[config.mk]
export PLATFORM = sky130hd
export DESIGN_NAME = pi_controller_flat
export DESIGN_NICKNAME = d
export VERILOG_FILES = /design/src/rtl/foc_pkg.sv /design/src/rtl/pi_controller_if.sv /design/src/rtl/saturation.sv /design/src/rtl/pi_controller.sv /design/src/flat_wrapper.sv
export SDC_FILE = /design/constraint.sdc
export NUM_CORES = 1
export LEC_CHECK = 0
export CAP_MARGIN = 25
export CORE_MARGIN = 5
export CORE_UTILIZATION = 60
export CTS_BUF_LIST = sky130_fd_sc_hd__clkbuf_4 sky130_fd_sc_hd__clkbuf_8 sky130_fd_sc_hd__clkbuf_16
export CTS_CLUSTER_DIAMETER = 200
export DETAILED_ROUTE_END_ITERATION = 6
export PLACE_DENSITY = 0.9
export SLEW_MARGIN = 20
export SYNTH_ARGS = -nofsm -noshare
export SYNTH_HDL_FRONTEND = slang
export SYNTH_SLANG_ARGS = --single-unit
[constraint.sdc]
create_clock -name clk -period 12 [get_ports clk]
set_input_delay 3.6 -clock clk [delete_from_list [all_inputs] [get_ports clk]]
set_output_delay 3.6 -clock clk [all_outputs]
set_load 0.05 [all_outputs]
[src/rtl/foc_pkg.sv]
// Shared definitions for the FOC regulator blocks: PI schedule states and default widths.
package foc_pkg;

    localparam int PI_N = 10;
    localparam int PI_F = 9;
    localparam int PI_A = PI_N + 4;

    typedef enum logic [2:0] {
        IDLE = 3'd0,
        ERR  = 3'd1,
        PROP = 3'd2,
        INTG = 3'd3,
        OUT  = 3'd4
    } pi_state_t;

endpackage

[src/rtl/pi_controller_if.sv]
// Sample/result handshake bundle between the PI regulator and its producer/consumer.
import foc_pkg::*;

interface pi_controller_if #(
    parameter int N = PI_N,
    parameter int A = PI_A
) ();

    logic                in_valid;
    logic                in_ready;
    logic signed [N-1:0] ref_sp;
    logic signed [N-1:0] meas;
    logic signed [N-1:0] kp;
    logic signed [N-1:0] ki;
    logic signed [A-1:0] imax;
    logic signed [A-1:0] imin;
    logic                clr;
    logic signed [N-1:0] y;
    logic                out_valid;

    modport master (
        output in_valid, ref_sp, meas, kp, ki, imax, imin, clr,
        input  in_ready, y, out_valid
    );

    modport slave (
        input  in_valid, ref_sp, meas, kp, ki, imax, imin, clr,
        output in_ready, y, out_valid
    );

endinterface

[src/rtl/saturation.sv]
// Signed clamp of an IW-bit value into [i_lo, i_hi] expressed at OW bits (IW must exceed OW).
module saturation #(
    parameter int IW = 15,
    parameter int OW = 14
) (
    input  logic signed [IW-1:0] i_x,
    input  logic signed [OW-1:0] i_lo,
    input  logic signed [OW-1:0] i_hi,
    output logic signed [OW-1:0] o_y
);

    logic signed [IW-1:0] w_lo;
    logic signed [IW-1:0] w_hi;

    assign w_lo = {{(IW-OW){i_lo[OW-1]}}, i_lo};
    assign w_hi = {{(IW-OW){i_hi[OW-1]}}, i_hi};

    always_comb begin
        o_y = i_x[OW-1:0];
        if (i_x > w_hi) begin
            o_y = i_hi;
        end else if (i_x < w_lo) begin
            o_y = i_lo;
        end
    end

endmodule

[src/rtl/pi_controller.sv]
// Sequential PI regulator, one shared multiplier over a 5-cycle schedule.
// Define PI_ANTI_WINDUP_EN to bound the integrator by imin/imax instead of its A-bit range.
import foc_pkg::*;

module pi_controller #(
    parameter int N = PI_N,
    parameter int F = PI_F,
    parameter int A = PI_A
) (
    input logic            clk,
    input logic            rst,
    pi_controller_if.slave bus
);

    localparam logic [2:0] S_IDLE = IDLE;
    localparam logic [2:0] S_ERR  = ERR;
    localparam logic [2:0] S_PROP = PROP;
    localparam logic [2:0] S_INTG = INTG;
    localparam logic [2:0] S_OUT  = OUT;

    localparam int PW = 2 * N + 1;
    localparam int SW = PW + A + 1;

    localparam logic signed [N-1:0] Y_LO = {1'b1, {(N-1){1'b0}}};
    localparam logic signed [N-1:0] Y_HI = {1'b0, {(N-1){1'b1}}};

    logic [2:0]          r_state;
    logic signed [N-1:0] r_ref;
    logic signed [N-1:0] r_meas;
    logic signed [N-1:0] r_kp;
    logic signed [N-1:0] r_ki;
    logic signed [N:0]   r_e;
    logic signed [A-1:0] r_p;
    logic signed [A-1:0] r_integ;
    logic signed [N-1:0] r_y;
    logic                r_out_valid;

    logic signed [N-1:0]  w_mul_a;
    logic signed [PW-1:0] w_mul_a_ext;
    logic signed [PW-1:0] w_e_ext;
    logic signed [PW-1:0] w_prod;
    logic signed [SW-1:0] w_prod_ext;
    logic signed [SW-1:0] w_shift;
    logic signed [A:0]    w_inc;
    logic signed [A:0]    w_isum;
    logic signed [A:0]    w_osum;
    logic signed [A-1:0]  w_ilo;
    logic signed [A-1:0]  w_ihi;
    logic signed [A-1:0]  w_integ_sat;
    logic signed [N-1:0]  w_y_sat;
    logic                 w_unused_shift;

    // Shared multiplier: kp during PROP, ki otherwise (only consumed in INTG)
    assign w_mul_a     = (r_state == S_PROP) ? r_kp : r_ki;
    assign w_mul_a_ext = {{(PW-N){w_mul_a[N-1]}}, w_mul_a};
    assign w_e_ext     = {{(PW-N-1){r_e[N]}}, r_e};
    assign w_prod      = w_mul_a_ext * w_e_ext;
    assign w_prod_ext  = {{(A+1){w_prod[PW-1]}}, w_prod};
    assign w_shift     = w_prod_ext >>> F;
    assign w_inc       = w_shift[A:0];

    assign w_isum = {r_integ[A-1], r_integ} + w_inc;
    assign w_osum = {r_p[A-1], r_p} + {r_integ[A-1], r_integ};

    assign w_unused_shift = ^w_shift[SW-1:A+1];

`ifdef PI_ANTI_WINDUP_EN
    assign w_ilo = bus.imin;
    assign w_ihi = bus.imax;
`else
    logic w_unused_lim;
    assign w_ilo        = {1'b1, {(A-1){1'b0}}};
    assign w_ihi        = {1'b0, {(A-1){1'b1}}};
    assign w_unused_lim = ^{bus.imin, bus.imax};
`endif

    saturation #(.IW(A + 1), .OW(A)) u_int_sat (
        .i_x  (w_isum),
        .i_lo (w_ilo),
        .i_hi (w_ihi),
        .o_y  (w_integ_sat)
    );

    saturation #(.IW(A + 1), .OW(N)) u_out_sat (
        .i_x  (w_osum),
        .i_lo (Y_LO),
        .i_hi (Y_HI),
        .o_y  (w_y_sat)
    );

    always_ff @(posedge clk or posedge rst) begin
        if (rst) begin
            r_state     <= S_IDLE;
            r_ref       <= '0;
            r_meas      <= '0;
            r_kp        <= '0;
            r_ki        <= '0;
            r_e         <= '0;
            r_p         <= '0;
            r_integ     <= '0;
            r_y         <= '0;
            r_out_valid <= 1'b0;
        end else begin
            r_out_valid <= 1'b0;
            case (r_state)
                S_IDLE: begin
                    if (bus.in_valid) begin
                        r_ref   <= bus.ref_sp;
                        r_meas  <= bus.meas;
                        r_kp    <= bus.kp;
                        r_ki    <= bus.ki;
                        r_state <= S_ERR;
                    end
                end
                S_ERR: begin
                    r_e     <= {r_ref[N-1], r_ref} - {r_meas[N-1], r_meas};
                    r_state <= S_PROP;
                end
                S_PROP: begin
                    r_p     <= w_shift[A-1:0];
                    r_state <= S_INTG;
                end
                S_INTG: begin
                    r_integ <= w_integ_sat;
                    r_state <= S_OUT;
                end
                S_OUT: begin
                    r_y         <= w_y_sat;
                    r_out_valid <= 1'b1;
                    r_state     <= S_IDLE;
                end
                default: r_state <= S_IDLE;
            endcase
            // clr wins over the INTG update so that sample's integral contribution is dropped
            if (bus.clr) begin
                r_integ <= '0;
            end
        end
    end

    assign bus.in_ready  = (r_state == S_IDLE);
    assign bus.y         = r_y;
    assign bus.out_valid = r_out_valid;

endmodule

[src/flat_wrapper.sv]
// flat-port wrapper written by rule: the top's interface ports become plain ports
module pi_controller_flat 
#(
    parameter int N = PI_N,
    parameter int F = PI_F,
    parameter int A = PI_A
)
  (clk, rst, bus_in_valid, bus_ref_sp, bus_meas, bus_kp, bus_ki, bus_imax, bus_imin, bus_clr, bus_in_ready, bus_y, bus_out_valid);
  pi_controller_if #(.N(N), .A(A)) bus_i ();
  input logic clk;
  input logic rst;
  input wire logic [$bits(bus_i.in_valid)-1:0] bus_in_valid;
  input wire logic [$bits(bus_i.ref_sp)-1:0] bus_ref_sp;
  input wire logic [$bits(bus_i.meas)-1:0] bus_meas;
  input wire logic [$bits(bus_i.kp)-1:0] bus_kp;
  input wire logic [$bits(bus_i.ki)-1:0] bus_ki;
  input wire logic [$bits(bus_i.imax)-1:0] bus_imax;
  input wire logic [$bits(bus_i.imin)-1:0] bus_imin;
  input wire logic [$bits(bus_i.clr)-1:0] bus_clr;
  output wire logic [$bits(bus_i.in_ready)-1:0] bus_in_ready;
  output wire logic [$bits(bus_i.y)-1:0] bus_y;
  output wire logic [$bits(bus_i.out_valid)-1:0] bus_out_valid;
  assign bus_i.in_valid = bus_in_valid;
  assign bus_i.ref_sp = bus_ref_sp;
  assign bus_i.meas = bus_meas;
  assign bus_i.kp = bus_kp;
  assign bus_i.ki = bus_ki;
  assign bus_i.imax = bus_imax;
  assign bus_i.imin = bus_imin;
  assign bus_i.clr = bus_clr;
  assign bus_in_ready = bus_i.in_ready;
  assign bus_y = bus_i.y;
  assign bus_out_valid = bus_i.out_valid;
  pi_controller #(.N(N), .F(F), .A(A)) u_core (.clk(clk), .rst(rst), .bus(bus_i));
endmodule
==> results.sh, run 1 <==
export IMPL_yosys_area_top_type_share_pct=24.47
export IMPL_initial_utilization_pct=61.21
export IMPL_critPathKind="flop to flop"
export IMPL_ys_seq_elements=91
export IMPL_io_buffers=55
export IMPL_cts_resized=0
export IMPL_cts_tree="built"
export IMPL_synth_top_area_cell="dfrtp_1"
export IMPL_drive_above_1_share_pct=8.342
export IMPL_worst_pin_slew_ps=919.3
export IMPL_crit_path_end_kind="flop"
export IMPL_slew_limit_headroom_pct=38.59
export IMPL_setup_viol=0
export IMPL_clock_root_buffer="clkbuf_16"
export IMPL_slowest_stage="o41ai_2"
export IMPL_synthToLayoutAreaGrowth_pct=10.72
export IMPL_gp_congestion=0.8372
export IMPL_num_nets_final=1249
export IMPL_clock_fmax_ghz=0.1088
export IMPL_syn_inst=955
export IMPL_post_dp_hpwl_um=15150
export IMPL_cts_path_max_buffers=2
export IMPL_synth_area_per_cell_um2=9.744
export IMPL_ys_seq_area_share_pct=24.47
export IMPL_synth_edf_count=0
export IMPL_grt_max_degree=53
export IMPL_syn_cell_area_um2=9305
export IMPL_vias=6988
export IMPL_fin_crit_ps=9194
export IMPL_cts_htree_levels=3
export IMPL_synth_nets=1214
export IMPL_io_pins=84
export IMPL_finalCritPeriodShare_pct=76.62
export IMPL_worst_endpoint_arrival_ps=9390
export IMPL_ff_latch_area_um2=2277
export IMPL_grt_pass1_vias=7248
export IMPL_drtIter0Drc=470
export IMPL_maxCapViolations=0
export IMPL_wirelength_um=20540
export IMPL_synth_warnings=0
export IMPL_required_ps=12190
export IMPL_die_area_um2=18100
export IMPL_holdBufCountCts=0
export IMPL_antennaDiodeCount=0
export IMPL_drt_wirelength_per_cell_um=17.36
export IMPL_antenna_found_initial=0
export IMPL_cp_max_fo=23
export IMPL_grt_overflow=0
export IMPL_critPathMaxStageDelay_ps=600
export IMPL_placement_rows=45
export IMPL_cts_sinks=91
export IMPL_die_w_um=134.5
export IMPL_yosys_most_used_dff="dfrtp_1"
export IMPL_multiInputGateArea_um2=6281
export IMPL_drtAntennaViolNets=0
export IMPL_grt_pass1_wl_um=34520
export IMPL_slew_viol_final=0
export IMPL_post_cts_buffers=0
export IMPL_ys_top_cells_by_count="162 x inv_1, 110 x nand2_1, 101 x fa_1"
export IMPL_synth_cell_types=66
export IMPL_status="complete, no violations"
export IMPL_hold_path_class="flop to flop"
export IMPL_yosysMostFrequentCell="inv_1"
export IMPL_synthArstFlopShare_pct=100.0
export IMPL_clk_latency_ps=360
export IMPL_rsz0062_at_grt="no"
export IMPL_path_clk_slew_ps=70
export IMPL_fillers=1076
export IMPL_finalHoldViolCount=0
export IMPL_crit_path_start_kind="flop"
export IMPL_coreArea_um2=15200
export IMPL_synth_area_leaders="dfrtp_1 24%, fa_1 22%, ha_1 12%"
export IMPL_die_h_um=134.5
export IMPL_cts_buffers_inserted=9
export IMPL_viasPerCell=5.907
export IMPL_dr_pass1_iters=5
export IMPL_drc=0
export IMPL_fin_setup_tns_ps=0
export IMPL_grt_usage_pct=23.60
export IMPL_fin_worst_skew_ps=11.41
flip-flops by register name (all words and copies together) (netlist names):
register and count:
u_core.bus.y 10, u_core.r_state 3, u_core.r_e 11, u_core.r_integ 14
u_core.bus.out_valid 1, u_core.r_ki 10, u_core.r_meas 10, u_core.r_kp 10
u_core.r_ref 10, u_core.r_p 12
routing by layer:
| layer | vias to the layer above | part of all wire, % | wire (µm) | GRT usage, % |
|---|---|---|---|---|
| li1 | 3182 | - | - | - |
| met1 | 3464 | 40 | 8271 | 30.30 |
| met2 | 283 | 51 | 10400 | 40.45 |
| met3 | 59 | 6.2 | 1264 | 3.949 |
| met4 | 0 | 2.9 | 605 | 8.710 |
| met5 | - | 0 | 0 | 0 |
per-stage QoR:
stage	cells	hold WS, ps	utilization [%]	area (µm²)	worst slack (ps)
after floorplan	955	468.4	-	9305	3718
after global placement	1165	473.8	65.67	9983	3032
after detailed placement	1165	489.8	65.67	9983	2872
after CTS	1181	506.3	67.56	10270	2744
after global routing	1183	525.9	67.77	10300	2420
final	1183	505.4	67.77	10300	2806
cell type report:
type	instances	share of cell area (%)
Inverter	163	5.951
Clock inverter	7	0.6072
Tap cell	188	2.283
Timing Repair Buffer	61	5.902
Sequential cell	91	22.10
Multi-Input combinational cell	664	60.97
Clock buffer	9	2.186
worst paths after layout:
kind                            cells after the start  slack, ps                             end                     startpoint
worst max register to register                     30       2810  u_core.r_integ[10]$_DFFE_PP0P_  u_core.r_state[0]$_DFFE_PP0P_
max in group asynchronous                           3       7220    u_core.r_meas[1]$_DFFE_PP0P_                            rst
worst min register to register                      1        510      u_core.r_kp[4]$_DFFE_PP0P_     u_core.r_kp[4]$_DFFE_PP0P_
worst min-delay path                                1        510      u_core.r_kp[4]$_DFFE_PP0P_     u_core.r_kp[4]$_DFFE_PP0P_
worst max-delay path                               30       2810  u_core.r_integ[10]$_DFFE_PP0P_  u_core.r_state[0]$_DFFE_PP0P_
min in group asynchronous                           2       3650   u_core.r_state[0]$_DFFE_PP0P_                            rst
placed cells by master (no fill, tap or decap), types with 12 or more instances in the layout:
cell and n:
a21o_1 16, a21oi_1 27, and2_1 12, clkdlybuf4s50_1 55, dfrtp_1 91, fa_1 101
ha_1 86, inv_1 161, mux2_2 42, nand2_1 110, nor2_1 27, nor2b_1 32
o211ai_1 13, o21ai_0 22, xnor2_1 29, xor2_1 14
cell families after synthesis:
group	after synthesis	share of synthesized area, %
AOI/OAI and AO/OA	145	11.23
xor gates and xnor gates	43	4.047
adders and majority gates	187	33.29
buffers and inverters	200	8.081
DFF	91	24.47
muxes	55	6.696
and+or+nand+nor	234	12.18
critical path, delay by kind of cell, from the launching register on:
kind                     cells  cell delay, ps
multiplexers                 1             460
XOR/XNOR                     1             210
buffers and inverters        6             520
flip-flops                   1             440
AND/OR/NAND/NOR              7            1510
adder cells (fa/ha/maj)      7            3190
AO/OA/AOI/OAI                8            2670
Power of run 1 is not shown: default switching activity piles up to over one toggle a cycle in this logic, so the estimate is an artifact.
==> run 2: changes to the inputs <==
- clock period: 12 -> 8.8 ns (I/O delays scaled with it)
==> run 2 against run 1 <==
Against the previous run:
- final cell count is 1.2% higher
- sequential cell count stayed put
- clock-buffer cell count stayed put
- die area stayed put
- via count is 0.99% lower
- setup slack worse by 2400 ps
- critical endpoint is now u_core.r_integ[8]$_DFFE_PP0P_
- sequential share of layout area is 0.26 points lower
- critical path depth stayed put
- core utilization is 0.81 points higher
- non-clock buffer count is 14 higher
==> results.sh, run 2 (same netlist as run 1, synthesis figures left out) <==
export IMPL_layout_common_cells="161 x inv_1, 110 x nand2_1, 101 x fa_1"
export IMPL_coreArea_um2=15200
export IMPL_r2r_end="u_core.r_integ[8]$_DFFE_PP0P_"
export IMPL_drt_wirelength_per_cell_um=16.89
export IMPL_ff2ff_path_depth=30
export IMPL_io_buffers=55
export IMPL_drc=0
export IMPL_die_area_um2=18100
export IMPL_cts_sinks=91
export IMPL_fin_worst_skew_ps=11.54
export IMPL_largest_registers="u_core.r_integ x14, u_core.r_p x12, u_core.r_e x11"
export IMPL_crit_path_start_kind="flop"
export IMPL_synthToLayoutAreaGrowth_pct=12.03
export IMPL_hp_start="u_core.r_p[5]$_DFFE_PP0P_"
export IMPL_hold_path_class="flop to flop"
export IMPL_status="complete, no violations"
export IMPL_slowest_stage="fa_1"
export IMPL_finalCritPeriodShare_pct=95.61
export IMPL_clk_latency_ps=350
export IMPL_cts_htree_levels=3
export IMPL_grt_max_degree=55
export IMPL_gp_congestion=0.8556
export IMPL_maxCapViolations=0
export IMPL_placement_rows=45
export IMPL_post_dp_hpwl_um=15460
export IMPL_grt_overflow=0
export IMPL_die_w_um=134.5
export IMPL_cts_tree="built"
export IMPL_fin_crit_ps=8414
export IMPL_grt_pass1_vias=7286
export IMPL_dr_pass1_iters=5
export IMPL_drtAntennaViolNets=0
export IMPL_die_h_um=134.5
export IMPL_critPathKind="flop to flop"
export IMPL_finalHoldViolCount=0
export IMPL_drive_above_1_share_pct=9.613
export IMPL_post_cts_buffers=0
export IMPL_r2r_start="u_core.r_state[1]$_DFFE_PP0P_"
export IMPL_holdPathStages=1
export IMPL_max_flop_register="u_core.r_integ"
export IMPL_cts_resized=0
export IMPL_antennaDiodeCount=0
export IMPL_wirelength_um=20220
export IMPL_vias=6919
export IMPL_worst_pin_slew_ps=822.4
export IMPL_slew_viol_final=0
export IMPL_critPathMaxStageDelay_ps=550
export IMPL_io_pins=84
export IMPL_num_nets_final=1263
export IMPL_largest_register_ffs=14
export IMPL_clock_root_buffer="clkbuf_16"
export IMPL_fin_setup_tns_ps=0
export IMPL_cts_path_max_buffers=2
export IMPL_whs_endpoint="u_core.r_p[5]$_DFFE_PP0P_"
export IMPL_r2r_slack_ps=390
export IMPL_rsz0062_at_grt="no"
export IMPL_path_clk_slew_ps=70
export IMPL_cp_max_fo=12
export IMPL_worst_endpoint_arrival_ps=8630
export IMPL_initial_utilization_pct=61.21
export IMPL_antenna_found_initial=0
export IMPL_viasPerCell=5.780
export IMPL_clock_fmax_ghz=0.1188
export IMPL_required_ps=9020
export IMPL_crit_path_end_kind="flop"
export IMPL_slew_limit_headroom_pct=44.45
export IMPL_grt_pass1_wl_um=34250
export IMPL_setup_viol=0
export IMPL_holdBufCountCts=0
export IMPL_final_common_cell="inv_1"
export IMPL_cts_buffers_inserted=9
export IMPL_final_core_util_pct=68.58
export IMPL_drtIter0Drc=527
export IMPL_grt_usage_pct=23.31
==> run 2: changes by cell type in the layout (fill, tap and decap cells not counted), sizes merged <==
cell      previous run  this run
buf                  6        20
clkinv               4         3
clkinvlp             2         1
inv                164       166
==> run 2: area by class of cell <==
class                   instances  area, µm²
fillers                      1026       4777
multi-input cells             664       6291
clock inverters                 7      57.56
flip-flops and latches         91       2277
repair buffers                 75      725.7
well taps                     188      235.2
inverters                     163      613.1
clock buffers                   9      225.2
==> run 2: stage by stage <==
stage / setup WS, ps / instance area, µm² / cells / hold slack, ps
floorplan: 517.7 / 9305 / 955 / 468.4
global route: 16.16 / 10430 / 1197 / 519.6
CTS: 27.74 / 10380 / 1195 / 503.2
finish: 386.0 / 10430 / 1197 / 498.6
global placement: 304.4 / 10100 / 1179 / 473.2
detailed placement: 139.3 / 10100 / 1179 / 486.8
==> run 2: metal layers <==
metal	vias up	GRT usage, %	share of wire (%)
li1	3214	-	-
met1	3415	29.77	40
met2	234	40.89	51
met3	56	3.428	6.0
met4	0	7.862	2.4
met5	-	0	0
==> run 2: critical path: cells and delay by family (launching register included) <==
kind | cells | cell delay [ps]
AOI/OAI and AO/OA | 9 | 2540
xor gates and xnor gates | 1 | 170
adders and majority gates | 7 | 3180
buffers and inverters | 6 | 400
DFF | 1 | 460
muxes | 1 | 290
and+or+nand+nor | 6 | 1210
==> run 2: worst max path at each step <==
stage	from	endpoint
after global routing	u_core.r_state[1]$_DFFE_PP0P_	u_core.r_integ[7]$_DFFE_PP0P_
final	u_core.r_state[1]$_DFFE_PP0P_	u_core.r_integ[8]$_DFFE_PP0P_
after CTS	u_core.r_state[0]$_DFFE_PP0P_	u_core.r_integ[8]$_DFFE_PP0P_
after global placement	u_core.r_state[0]$_DFFE_PP0P_	u_core.r_integ[10]$_DFFE_PP0P_
after floorplan	u_core.r_state[0]$_DFFE_PP0P_	u_core.r_integ[10]$_DFFE_PP0P_
after detailed placement	u_core.r_state[0]$_DFFE_PP0P_	u_core.r_integ[8]$_DFFE_PP0P_
Power of run 2 is left out for the same reason.
